### src/rtl/product_accumulator.sv
// Sums groups of ACC_LEN unsigned products into one wrapped result with a carry flag,
// presented on a single-entry valid/ready output register.
module product_accumulator #(
    parameter int unsigned DATA_WIDTH = 32,
    parameter int unsigned ACC_LEN    = 9,
    parameter int unsigned CNT_WIDTH  = 8
) (
    input  logic                  clk,
    input  logic                  rstn,
    input  logic                  clr,
    input  logic                  in_valid,
    input  logic [DATA_WIDTH-1:0] in_data,
    output logic                  in_ready,
    output logic                  out_valid,
    output logic [DATA_WIDTH-1:0] out_data,
    output logic                  out_ovf,
    input  logic                  out_ready
);

    typedef enum logic {EMPTY, PENDING} out_state_t;

    localparam logic [CNT_WIDTH-1:0] LAST = CNT_WIDTH'(ACC_LEN - 1);

    out_state_t            state, state_next;
    logic [DATA_WIDTH-1:0] acc;
    logic                  ovf_acc;
    logic [CNT_WIDTH-1:0]  cnt;
    logic [CNT_WIDTH-1:0]  cnt_eff;
    logic                  is_first;
    logic                  is_final;
    logic                  accept;
    logic [DATA_WIDTH:0]   sum;
    logic                  ovf_new;

    // clr takes effect on this cycle's beat, so the beat position is evaluated as if cnt were 0
    assign cnt_eff   = clr ? '0 : cnt;
    assign is_first  = (cnt_eff == '0);
    assign is_final  = (cnt_eff == LAST);
    assign out_valid = (state == PENDING);
    assign in_ready  = !(is_final && out_valid && !out_ready);
    assign accept    = in_valid && in_ready;
    assign sum       = is_first ? {1'b0, in_data} : ({1'b0, acc} + {1'b0, in_data});
    assign ovf_new   = is_first ? 1'b0 : (ovf_acc | sum[DATA_WIDTH]);

    always_ff @(posedge clk or negedge rstn) begin
        if (!rstn) begin
            acc      <= '0;
            ovf_acc  <= 1'b0;
            cnt      <= '0;
            out_data <= '0;
            out_ovf  <= 1'b0;
        end else begin
            if (accept) begin
                acc     <= sum[DATA_WIDTH-1:0];
                ovf_acc <= ovf_new;
                cnt     <= is_final ? '0 : cnt_eff + CNT_WIDTH'(1);
                if (is_final) begin
                    out_data <= sum[DATA_WIDTH-1:0];
                    out_ovf  <= ovf_new;
                end
            end else if (clr) begin
                ovf_acc <= 1'b0;
                cnt     <= '0;
            end
        end
    end

    always_ff @(posedge clk or negedge rstn) begin
        if (!rstn) begin
            state <= EMPTY;
        end else begin
            state <= state_next;
        end
    end

    always_comb begin
        state_next = state;
        case (state)
            EMPTY: begin
                if (accept && is_final) state_next = PENDING;
            end
            PENDING: begin
                // a final beat arriving with out_ready reloads the register in place
                if (accept && is_final) state_next = PENDING;
                else if (out_ready)     state_next = EMPTY;
            end
            default: state_next = EMPTY;
        endcase
    end

endmodule

### config.mk
export PLATFORM = sky130hd
export DESIGN_NAME = product_accumulator
export DESIGN_NICKNAME = d
export VERILOG_FILES = /design/src/rtl/product_accumulator.sv
export SDC_FILE = /design/constraint.sdc
export NUM_CORES = 1
export LEC_CHECK = 0
export ABC_AREA = 1
export CORE_MARGIN = 1
export CORE_UTILIZATION = 35
export CTS_CLUSTER_DIAMETER = 120
export CTS_CLUSTER_SIZE = 25
export DETAILED_ROUTE_END_ITERATION = 7
export PLACE_DENSITY = 0.62
export SYNTH_ARGS = -nofsm -noshare
export SYNTH_HDL_FRONTEND = slang
export SYNTH_SLANG_ARGS = --single-unit
### constraint.sdc
create_clock -name clk -period 5.7 [get_ports clk]
set_clock_uncertainty 0.2 [all_clocks]
set_input_delay 0.855 -clock clk [delete_from_list [all_inputs] [get_ports clk]]
set_output_delay 0.855 -clock clk [all_outputs]
set_load 0.02 [all_outputs]
# After elaboration in Yosys (flattened, before gate mapping)

Cells that the tools add are included.

Bitwise gates (word level): 2
Mux-type cells: 11
Reduce and logical (&&, ||, !) cells: 9
Equality and inequality tests: 1
Add/subtract/negate cells: 2

Operators by type and width:

| cell                                                 | number |
|---|---|
| adder 32 x 32 -> 33 bit                              | 1 |
| 2-to-1 mux 33 bit                                    | 1 |
| 2-to-1 mux 8 bit                                     | 3 |
| adder 8 x 1 -> 8 bit (second input constant)         | 1 |
| equality test 8 x 4 -> 1 bit (second input constant) | 1 |
| zero test 8 bit                                      | 1 |
| 2-to-1 mux 1 bit                                     | 6 |
| logical AND 1 bit                                    | 4 |
| zero test 1 bit                                      | 2 |
| case mux 1 bit (2 select lines)                      | 1 |
| AND reduction 2 bit                                  | 1 |
| nonzero test 2 bit                                   | 1 |
| NOT 1 bit                                            | 1 |
| OR 1 bit                                             | 1 |

Output and inout port bits: 35
Flip-flop bits (word level): 75
Word-level logic and storage cells: 31
Bits of input ports: 37

# Longest topological paths before layout

Depth in word-level cells: 9
Gate-level depth with buffers: 13
Mapped depth without buffers: 13

# Least setup slack after synthesis

Ideal clock, no wire load.

Kind: input to register
From: input port in_data[0]
To: register out_data[8]
Stages: 11
Path buffers: 0
Arrival time: 2.350 ns
Required time: 5.365 ns
Path slack: 3.015 ns
Library setup time: 0.135 ns
Cell sequence: ha_1 > fa_1 > nand3_1 > nand3_1 > nand2_1 > nand3_1 > or2_2 > nand3_1 > nand2_1 > inv_1 > o21ai_0

Word-level cells in the longest chain between the ends: 2

Ends and longest elaborated chain:

| item                    | RTL line | text |
|---|---|---|
| from (decl)             | 12       | `input logic [DATA_WIDTH-1:0] in_data,` |
| adder 32 x 32 -> 33 bit | 42       | `assign sum = is_first ? {1'b0, in_data} : ({1'b0, acc} + {1'b0, in_data});` |
| 2-to-1 mux 33 bit       | 42       |  |
| to (signal assigned)    | 58       | `out_data <= sum[DATA_WIDTH-1:0];` |
| to (decl)               | 15       | `output logic [DATA_WIDTH-1:0] out_data,` |

No other way between the ends.
A chain may end at the register's enable or synchronous reset.

# Final worst setup path

From: input port clr
To: output port in_ready

Word-level cells in the longest chain between the ends: 5

Ends and longest elaborated chain:

| item                            | RTL line | text |
|---|---|---|
| from (decl)                     | 10       | `input logic clr,` |
| 2-to-1 mux 8 bit                | -        |  |
| equality test 8 x 4 -> 1 bit    | 38       | `assign is_final = (cnt_eff == LAST);` |
| logical AND 1 bit (2 in series) | 40       | `assign in_ready = !(is_final && out_valid && !out_ready);` |
| zero test 1 bit                 | 40       |  |
| to (decl)                       | 13       | `output logic in_ready,` |

No other way between the ends.

==> reports/results.tsv <==
metric	value	unit
hold crit path type	reg -> reg	
row count	46	
global-route wire length before repair	26000	µm
async set-reset flop share out of synthesis	100	%
cells after synthesis	918	
H-tree Lvls	3	
# DRC	0	
TritonCTS Buffers	9	
die width	130	µm
Post-Route WL	16200	µm
CP delay by family, top	buffers and inverters	
CTS Buffer Depth	2	
setup TNS	0	ns
placer congestion estimate	0.926	
VDD IR max	0.000173	V
Starting Density	36.1	%
required time worst endpoint	4.64	ns
Max-Cap Viols	0	
input/output buffers	71	
Ys Warns	0	
TritonCTS clock tree	yes	
Startpoint Class	primary input	
Max Slew Vio Count	0	
DRT iter0 DRCs	316	
Synth Area per Inst	6.29	µm²
Post-DRT Antenna Nets	0	
Slew HR	30.6	%
layout cell share with drive strength beyond 1	3.55	%
number of global-route vias before repair	5215	
Vias/cell	4.73	
Layout area overhead	20.4	%
largest stage delay on the critical path	0.64	ns
Power, Total	2040	µW
Mapped Nets	990	
Crit path arrival time	2.79	ns
power per cell area	293	mW/mm²
critical path type	in -> out	
Root Driver	clkbuf_16	
Resized cells post-CTS	0	
GRT overflow	0	
CTS clk-pin slew, worst paths	0.06	ns
worst-path cell chain	clkdlybuf4s50_1 > inv_2 > nand2_1 > ha_1 > nand2_1 > nor2_4 > nand4_2 > clkdlybuf4s50_1	
worst setup margin	1.86	ns
Post-Place Worst Slack	1.77	ns
status	finished clean	
Syn Std Cell Area	0.00577	mm²
register area	0.00188	mm²
Post-CTS Hold Fix Bufs	0	
dominant cells by area after synthesis	dfrtp_1 (33%), nand2_1 (25%), inv_1 (8.6%), nand3_1 (8.1%), ha_1 (7.4%)	
fin crit share	67.4	%
total I/O pin count	72	
leakage power	0.00383	µW
area of the multi-input gates	0.00327	mm²
most common flop cell mapped by yosys	dfrtp_1	
Post-synth EDFFs	0	
detailed placement HPWL	11900	µm
Final nets	1054	
endpoints failing hold	0	
sequential area share after synthesis	32.5	%
Post-CTS Setup Bufs	0	
WP buf/inv	3	
total track usage	20.0	%
Critical Path Fanout Max	7	
initial antenna violation count	0	
drt pass-1 iters	5	
Tmin final	3.84	ns
dominant cell type by area after synthesis	dfrtp_1	
Sink Count	75	
Clk Latency, worst-skew pair	0.36	ns
WL/cell	13.5	µm
via count	5685	
#FFs+latches synth	75	
Netlist cell types	33	
ANT cells	0	
crit path max-delay cell type	clkdlybuf4s50_1	
Core Area	0.0160	mm²
RSZ-0062 raised after global routing	no	
Crit. End Element	output pin	
fmax	260	MHz
Die ar.	0.0170	mm²
Final Setup Violations	0	
largest net degree at the start of global routing	76	
Synth top area share	32.5	%
Fill cells	1721	
Die Height	130	µm
worst-margin pin slew	1.04	ns
==> worst register-to-register path, delay by kind of cell, from the launching register on <==
family                   cells  cell delay [ns]
adder cells (fa/ha/maj)      1             0.20
buffers and inverters        3             0.48
flip-flops                   1             0.32
AND/OR/NAND/NOR              6             1.21
AO/OA/AOI/OAI                1             0.32
==> synthesized netlist by cell type, drive strengths merged, types with 7 or more instances <==
cell,n
nor2,61
nand2,387
clkbuf,7
buf,13
inv,137
a21oi,22
nand3,93
ha,34
or2,21
dfrtp,75
nand4,7
o21ai,30
==> layout make-up <==
type                            instances  area share (%)
Inverter                              137            7.40
Timing Repair Buffer                   73            10.4
Sequential cell                        75            27.0
Tap cell                              216            3.89
Clock inverter                          5           0.882
Clock buffer                           11            3.35
Multi-Input combinational cell        686            47.1
==> report_power, final <==
group          leakage, µW  total (µW)  switching, µW  internal, µW
logic              0.00273         816            522           294
clock network     0.000132         588            247           341
registers         0.000976         634           39.1           595
total              0.00383        2040            808          1230
==> sequential cells by signal, indices dropped and copies added (netlist names) <==
signal and flops:
out_data 32, out_valid 1, acc 32, ovf_acc 1, cnt 8, out_ovf 1
==> cell usage in the layout, fill, tap and decap left out, drive strengths merged, types with 21 or more instances in the layout <==
cell and count:
nor2 61, or2 21, a21oi 22, dfrtp 75, ha 34, o21ai 30
clkdlybuf4s50 70, nand3 93, inv 138, nand2 387
==> per-stage QoR <==
step           hold WS (ns)  utilization (%)  area, µm²  std cells
2_1_floorplan         0.253                -       5770        918
6_report              0.281             43.5       6950       1203
3_5_place_dp          0.267             41.6       6660       1187
5_1_grt               0.294             43.5       6950       1203
3_3_place_gp          0.265             41.6       6660       1187
4_1_cts               0.286             43.5       6950       1203
==> cells by family (layout without fill, tap and decap cells) <==
| family | Yosys count | after routing | share of synthesized area (%) |
|---|---|---|---|
| flops | 75 | 75 | 32.5 |
| compound gates | 67 | 67 | 6.37 |
| xor+xnor | 6 | 6 | 0.910 |
| buf+inv | 157 | 226 | 10.8 |
| simple gates | 576 | 576 | 41.4 |
| fa+ha+maj | 35 | 35 | 7.71 |
| mux | 2 | 2 | 0.347 |
==> path summary, 6_finish.rpt <==
check	from	endpoint	slack [ns]	cells after the start
worst max register to register	cnt[0]	acc[3]	2.92	11
min in group asynchronous	rstn	out_data[1]	0.44	1
worst min register to register	out_data[29]	out_data[29]	0.28	2
max in group asynchronous	rstn	acc[17]	4.18	1
worst max-delay path	clr	in_ready	1.86	8
worst min-delay path	out_data[29]	out_data[29]	0.28	2
==> metal layers <==
layer / GRT usage [%] / routed length, µm / vias to the layer above
met5: 0 / 0 / -
met4: 6.56 / 265 / 0
met2: 33.3 / 7360 / 139
met3: 3.58 / 774 / 19
met1: 26.3 / 7790 / 2553
li1: - / - / 2974
Power figures use the tool's default switching activity.
==> RTL edit 1 (same settings) <==
Change the parameter `DATA_WIDTH` from 32 to 16.
--- a/src/rtl/product_accumulator.sv
+++ b/src/rtl/product_accumulator.sv
@@ -3,3 +3,3 @@
 module product_accumulator #(
-    parameter int unsigned DATA_WIDTH = 32,
+    parameter int unsigned DATA_WIDTH = 16,
     parameter int unsigned ACC_LEN    = 9,
Ports: changed (resized in_data and out_data); port bits go from 72 to 40. The function was not compared with the original's and may differ.
==> RTL edit 1 against the original RTL <==
  * Hold slack got worse by 8.1 ps
  * First-iteration DRC count fell by 68%
  * Clock power fell by 58%
  * Routed wire length fell by 56%
  * Global-route usage fell by 2.9 points
  * Synthesized area fell by 46%
  * Sequential cell count fell by 32
  * Cell area fell by 47%
  * Register-to-register slack improved by 70 ps
  * Total power fell by 53%
  * Worst setup slack got worse by 260 ps
  * Largest cell class unchanged
==> RTL edit 1: results (changes against the original RTL) <==
metric;value;unit;change
dpl hpwl;5238;µm;-56%
cell internal pwr;605.3;µW;-51%
worst hold path type;reg -> reg;;
Synth area leaders;dfrtp_1 (34%), nand2_1 (25%), ha_1 (7.2%), inv_1 (6.4%), nand3_1 (5.0%);;
met2 usage;0.2934;;-0.03918
nets@finish;530;;-50%
DRT iter0 DRCs;101;;-68%
synth unique cells;31;;-6.1%
DRC errors left;0;;unchanged
routed vias;2802;;-51%
share of cells above drive strength 1;0.07739;;+0.04193
met1 usage;0.2240;;-0.03875
outcome;complete, no violations;;
post-synthesis sequential area ratio;0.3441;;+0.01911
CTS root buf;clkbuf_8;;
largest net degree at the start of global routing;44;;-42%
CTS buffer count;5;;-4
routing usage on met3;0.02660;;-0.009227
Post-Layout Cell Count;599;;-50%
setup_tns;0;ps;unchanged
initial antenna violation count;0;;unchanged
first-pass GRT wire length;12270;µm;-53%
Tot GR Track Use;0.1713;;-0.02876
H-tree depth;2;;-1
Top Registers;acc (16), out_data (16), cnt (8);;
clk slew on worst S/H paths;80;ps;+20 ps
DR WL/cell;12.03;µm;-11%
dpl cells;591;;-50%
Yosys warnings;0;;unchanged
IO buf count;39;;-45%
fraction of registers with async set/reset;1.000;;unchanged
Mapped Cells;454;;-51%
Bufs on Longest Clock Path;2;;unchanged
r2r setup slk;2990;ps;+70 ps
Placer Congestion;0.8749;;-5.5%
VDD IR max;0.1717;mV;-0.93%
Pleak;0.002002;µW;-48%
Clk Latency, worst-skew pair;310;ps;-50 ps
Slew HR;0.3413;;+0.03558
synthesized net count;494;;-50%
TritonRoute pass-1 iters;4;;-1
vias in the first global route;2644;;-49%
Synth top cells by count;nand2_1 (205), inv_1 (53), dfrtp_1 (43), nand3_1 (31), nor2_1 (20);;
==> RTL edit 1: routing by layer <==
metal	wire, µm	vias up
li1	-	1475
met1	3616	1290
met2	3324	29
met3	190	8
met4	71	0
met5	0	-
==> RTL edit 1: area by class of cell <==
| cell class | count | area, µm² |
|---|---|---|
| clock buffer | 5 | 68.82 |
| sequential | 43 | 1076 |
| tap | 108 | 135.1 |
| timing repair buffer | 39 | 385.4 |
| inverter | 59 | 229.0 |
| clock inverter | 3 | 43.79 |
| fill | 940 | 5022 |
| multi-input combinational | 342 | 1718 |
==> RTL edit 1: metrics by stage <==
stage,total power [µW],hold slack [ps],setup WS (ps),instance area [µm²],util
global placement,712.9,255.5,1660,3543,0.4083
floorplan,628.0,252.8,2944,3127,-
CTS,971.7,280.7,1587,3656,0.4213
detailed placement,720.0,258.5,1597,3543,0.4083
global route,1042,305.2,1459,3656,0.4213
finish,960.4,272.9,1597,3656,0.4213
==> RTL edit 1: critical path, cell delays in order <==
cell and delay, ps:
clkdlybuf4s50_1 640, nor2_1 130, inv_1 160, ha_1 170, inv_1 50, nor3_1 220
nand2_2 140, inv_2 100, nand2_4 50, clkdlybuf4s50_1 540
==> RTL edit 1: cell families after synthesis <==
logic type                 synth area share
and+or+nand+nor                      0.4130
buffers and inverters                0.1064
DFF                                  0.3441
AOI/OAI and AO/OA                   0.03842
adders and majority gates           0.07843
xor gates and xnor gates            0.01961
==> RTL edit 1: final timing paths <==
kind / from / endpoint / cells past startpoint
max reg2reg: cnt[0] / out_data[10] / 14
min: out_data[1] / out_data[1] / 2
min reg2reg: out_data[1] / out_data[1] / 2
max in group asynchronous: rstn / out_data[13] / 1
min in group asynchronous: rstn / out_data[4] / 1
max: clr / in_ready / 10
==> RTL edit 1: power by group through the flow <==
stage                     registers [µW]  logic [µW]  clock network (µW)
after floorplan                      367         261                   0
after global placement               361         352                   0
after detailed placement             361         359                   0
after CTS                            356         361                 255
after global routing                 360         415                 267
final                                356         358                 246
==> RTL edit 2 (config.mk and constraints unchanged) <==
Made on the original files. Reset style: synchronous (`rstn`), changed in 2 clocked blocks.
--- a/src/rtl/product_accumulator.sv
+++ b/src/rtl/product_accumulator.sv
@@ -44,3 +44,3 @@
 
-    always_ff @(posedge clk or negedge rstn) begin
+    always_ff @(posedge clk) begin
         if (!rstn) begin
@@ -67,3 +67,3 @@
 
-    always_ff @(posedge clk or negedge rstn) begin
+    always_ff @(posedge clk) begin
         if (!rstn) begin
Check against the original RTL: differs if rstn is asserted again (counterexample within 10 cycles, from zero or initial values and one cycle with rstn low); with rstn held inactive, the same outputs for 10 cycles.
==> RTL edit 2 against the original RTL <==
  * Sequential cell count did not move
  * Routed wire length fell by 4.1%
  * Register-to-register slack lost 320 ps
  * Count of clock-buffer cells in the layout did not move
  * Cell area increased by 0.63%
  * Via count is 5.2% higher
  * Global-route usage down 1.3 points
  * Synthesized area rose by 1.1%
  * Worst setup slack worse by 190 ps
  * Combinational power fell by 50%
  * Largest cell class unchanged
  * Sequential share of layout area decreased by 5.5 points
  * Total power decreased by 26%
  * Critical path depth did not move
  * Fmax is 4.6% lower
  * Largest power group is now registers
==> RTL edit 2: results (changes against the original RTL) <==
metric;value;unit;change
IO buf count;71;;unchanged
VDD IR max;0.1466;mV;-15%
DRT iter0 DRCs;316;;unchanged
Clk Latency, worst-skew pair;350;ps;
clk slew on worst S/H paths;60;ps;about the same
Vias/cell;4.567;;-3.4%
Pleak;0.003826;µW;-0.19%
Yosys warnings;0;;unchanged
final WL;15530;µm;-4.1%
Top Registers;acc (32), out_data (32), cnt (8);;
DR WL/cell;11.86;µm;-12%
CP max FO;8;;+1
TritonRoute pass-1 iters;5;;unchanged
Worst-Margin Slew;1024;ps;-13.91 ps
Tot GR Track Use;0.1869;;-0.01316
Slowest cell on crit path;clkdlybuf4s50_1;;
CP delay by family, top;buffers and inverters;;
post-CTS setup buffer count;0;;unchanged
CTS-repair resized insts;0;;unchanged
worst hold path type;reg -> reg;;
dpl cells;1293;;+8.9%
synthesized net count;1100;;+11%
Hold Path Cell Cnt;2;;unchanged
largest net degree at the start of global routing;61;;-20%
Placer Congestion;0.8764;;-5.3%
dpl hpwl;12020;µm;+0.77%
Synth top cells by count;nand2_1 (369), inv_1 (184), nor2_1 (126), nand3_1 (79), dfxtp_1 (75);;
Bufs on Longest Clock Path;2;;unchanged
vias in the first global route;5384;;+3.2%
initial antenna violation count;0;;unchanged
switching pwr;514.3;µW;-36%
nets@finish;1160;;+10%
cell count of the worst reg-to-reg path;12;;+1
fraction of registers with async set/reset;0;;-1.000
worst path arrival time;2970;ps;+180 ps
first-pass GRT wire length;26070;µm;+0.37%
outcome;complete, no violations;;
CTS root buf;clkbuf_16;;
antenna cells;0;;unchanged
CTS buffer count;9;;unchanged
Main synth FF type;dfxtp_1;;
CP max stage delay;650;ps;
Synth area leaders;dfxtp_1 (26%), nand2_1 (24%), inv_1 (12%), nor2_1 (8.1%), ha_1 (7.3%);;
H-tree depth;3;;unchanged
Place WS;1491;ps;-281.3 ps
post-synthesis sequential area ratio;0.2571;;-0.06796
synth unique cells;35;;+6.1%
syn avg cell area;5.682;µm²;-9.7%
share of cells above drive strength 1;0.04026;;+0.004795
# fillers;1774;;+3.1%
## RTL edit 2: through the flow
step	instance area (µm²)	hold slack [ps]
final	6997	252.5
after global routing	6997	278.1
after CTS	6997	256.2
after detailed placement	6716	239.5
after global placement	6716	240.8
after floorplan	5841	248.1
## RTL edit 2: area by class of cell
class	count	area [µm²]	share of cell area
Inverter	190	713.2	0.1019
Multi-Input combinational cell	738	3498	0.5000
Sequential cell	75	1501	0.2146
Timing Repair Buffer	74	733.2	0.1048
Clock buffer	11	242.7	0.03469
Clock inverter	5	37.54	0.005365
Tap cell	216	270.3	0.03863
## RTL edit 2: logic make-up after synthesis
family	after synthesis	synth area share
simple gates	610	0.4287
buf+inv	215	0.1440
xor+xnor	7	0.01050
fa+ha+maj	35	0.07626
flops	75	0.2571
compound gates	86	0.08355
## RTL edit 2: final timing paths
path / slack, ps / start / to
worst max-delay path: 1670 / clr / in_ready
worst min-delay path: 250 / out_data[26] / out_data[26]
worst max register to register: 2600 / cnt[0] / cnt[4]
worst min register to register: 250 / out_data[26] / out_data[26]
## RTL edit 2: power by group through the flow
stage                     sequential (µW)  combinational (µW)  clock, µW
after CTS                             556                 411        566
after floorplan                       564                 300          0
final                                 556                 410        549
after global placement                567                 406          0
after global routing                  558                 471        584
after detailed placement              567                 409          0
## RTL edit 2: worst reg2reg max path, stage by stage (launching register included)
cell and delay [ps]:
dfxtp_1 310, inv_1 50, nor2_1 270, inv_1 80
ha_1 230, nand2_1 120, nor3_4 70, nand3_2 80
nand2_2 260, inv_2 830, nand3_1 250, o21ai_0 200
nor2_1 50
## RTL edit 2: routing by layer
metal	global-route usage	part of all wire
met1	0.2276	0.49
met4	0.06797	0.016
met2	0.3200	0.46
met5	0	0
met3	0.04128	0.035
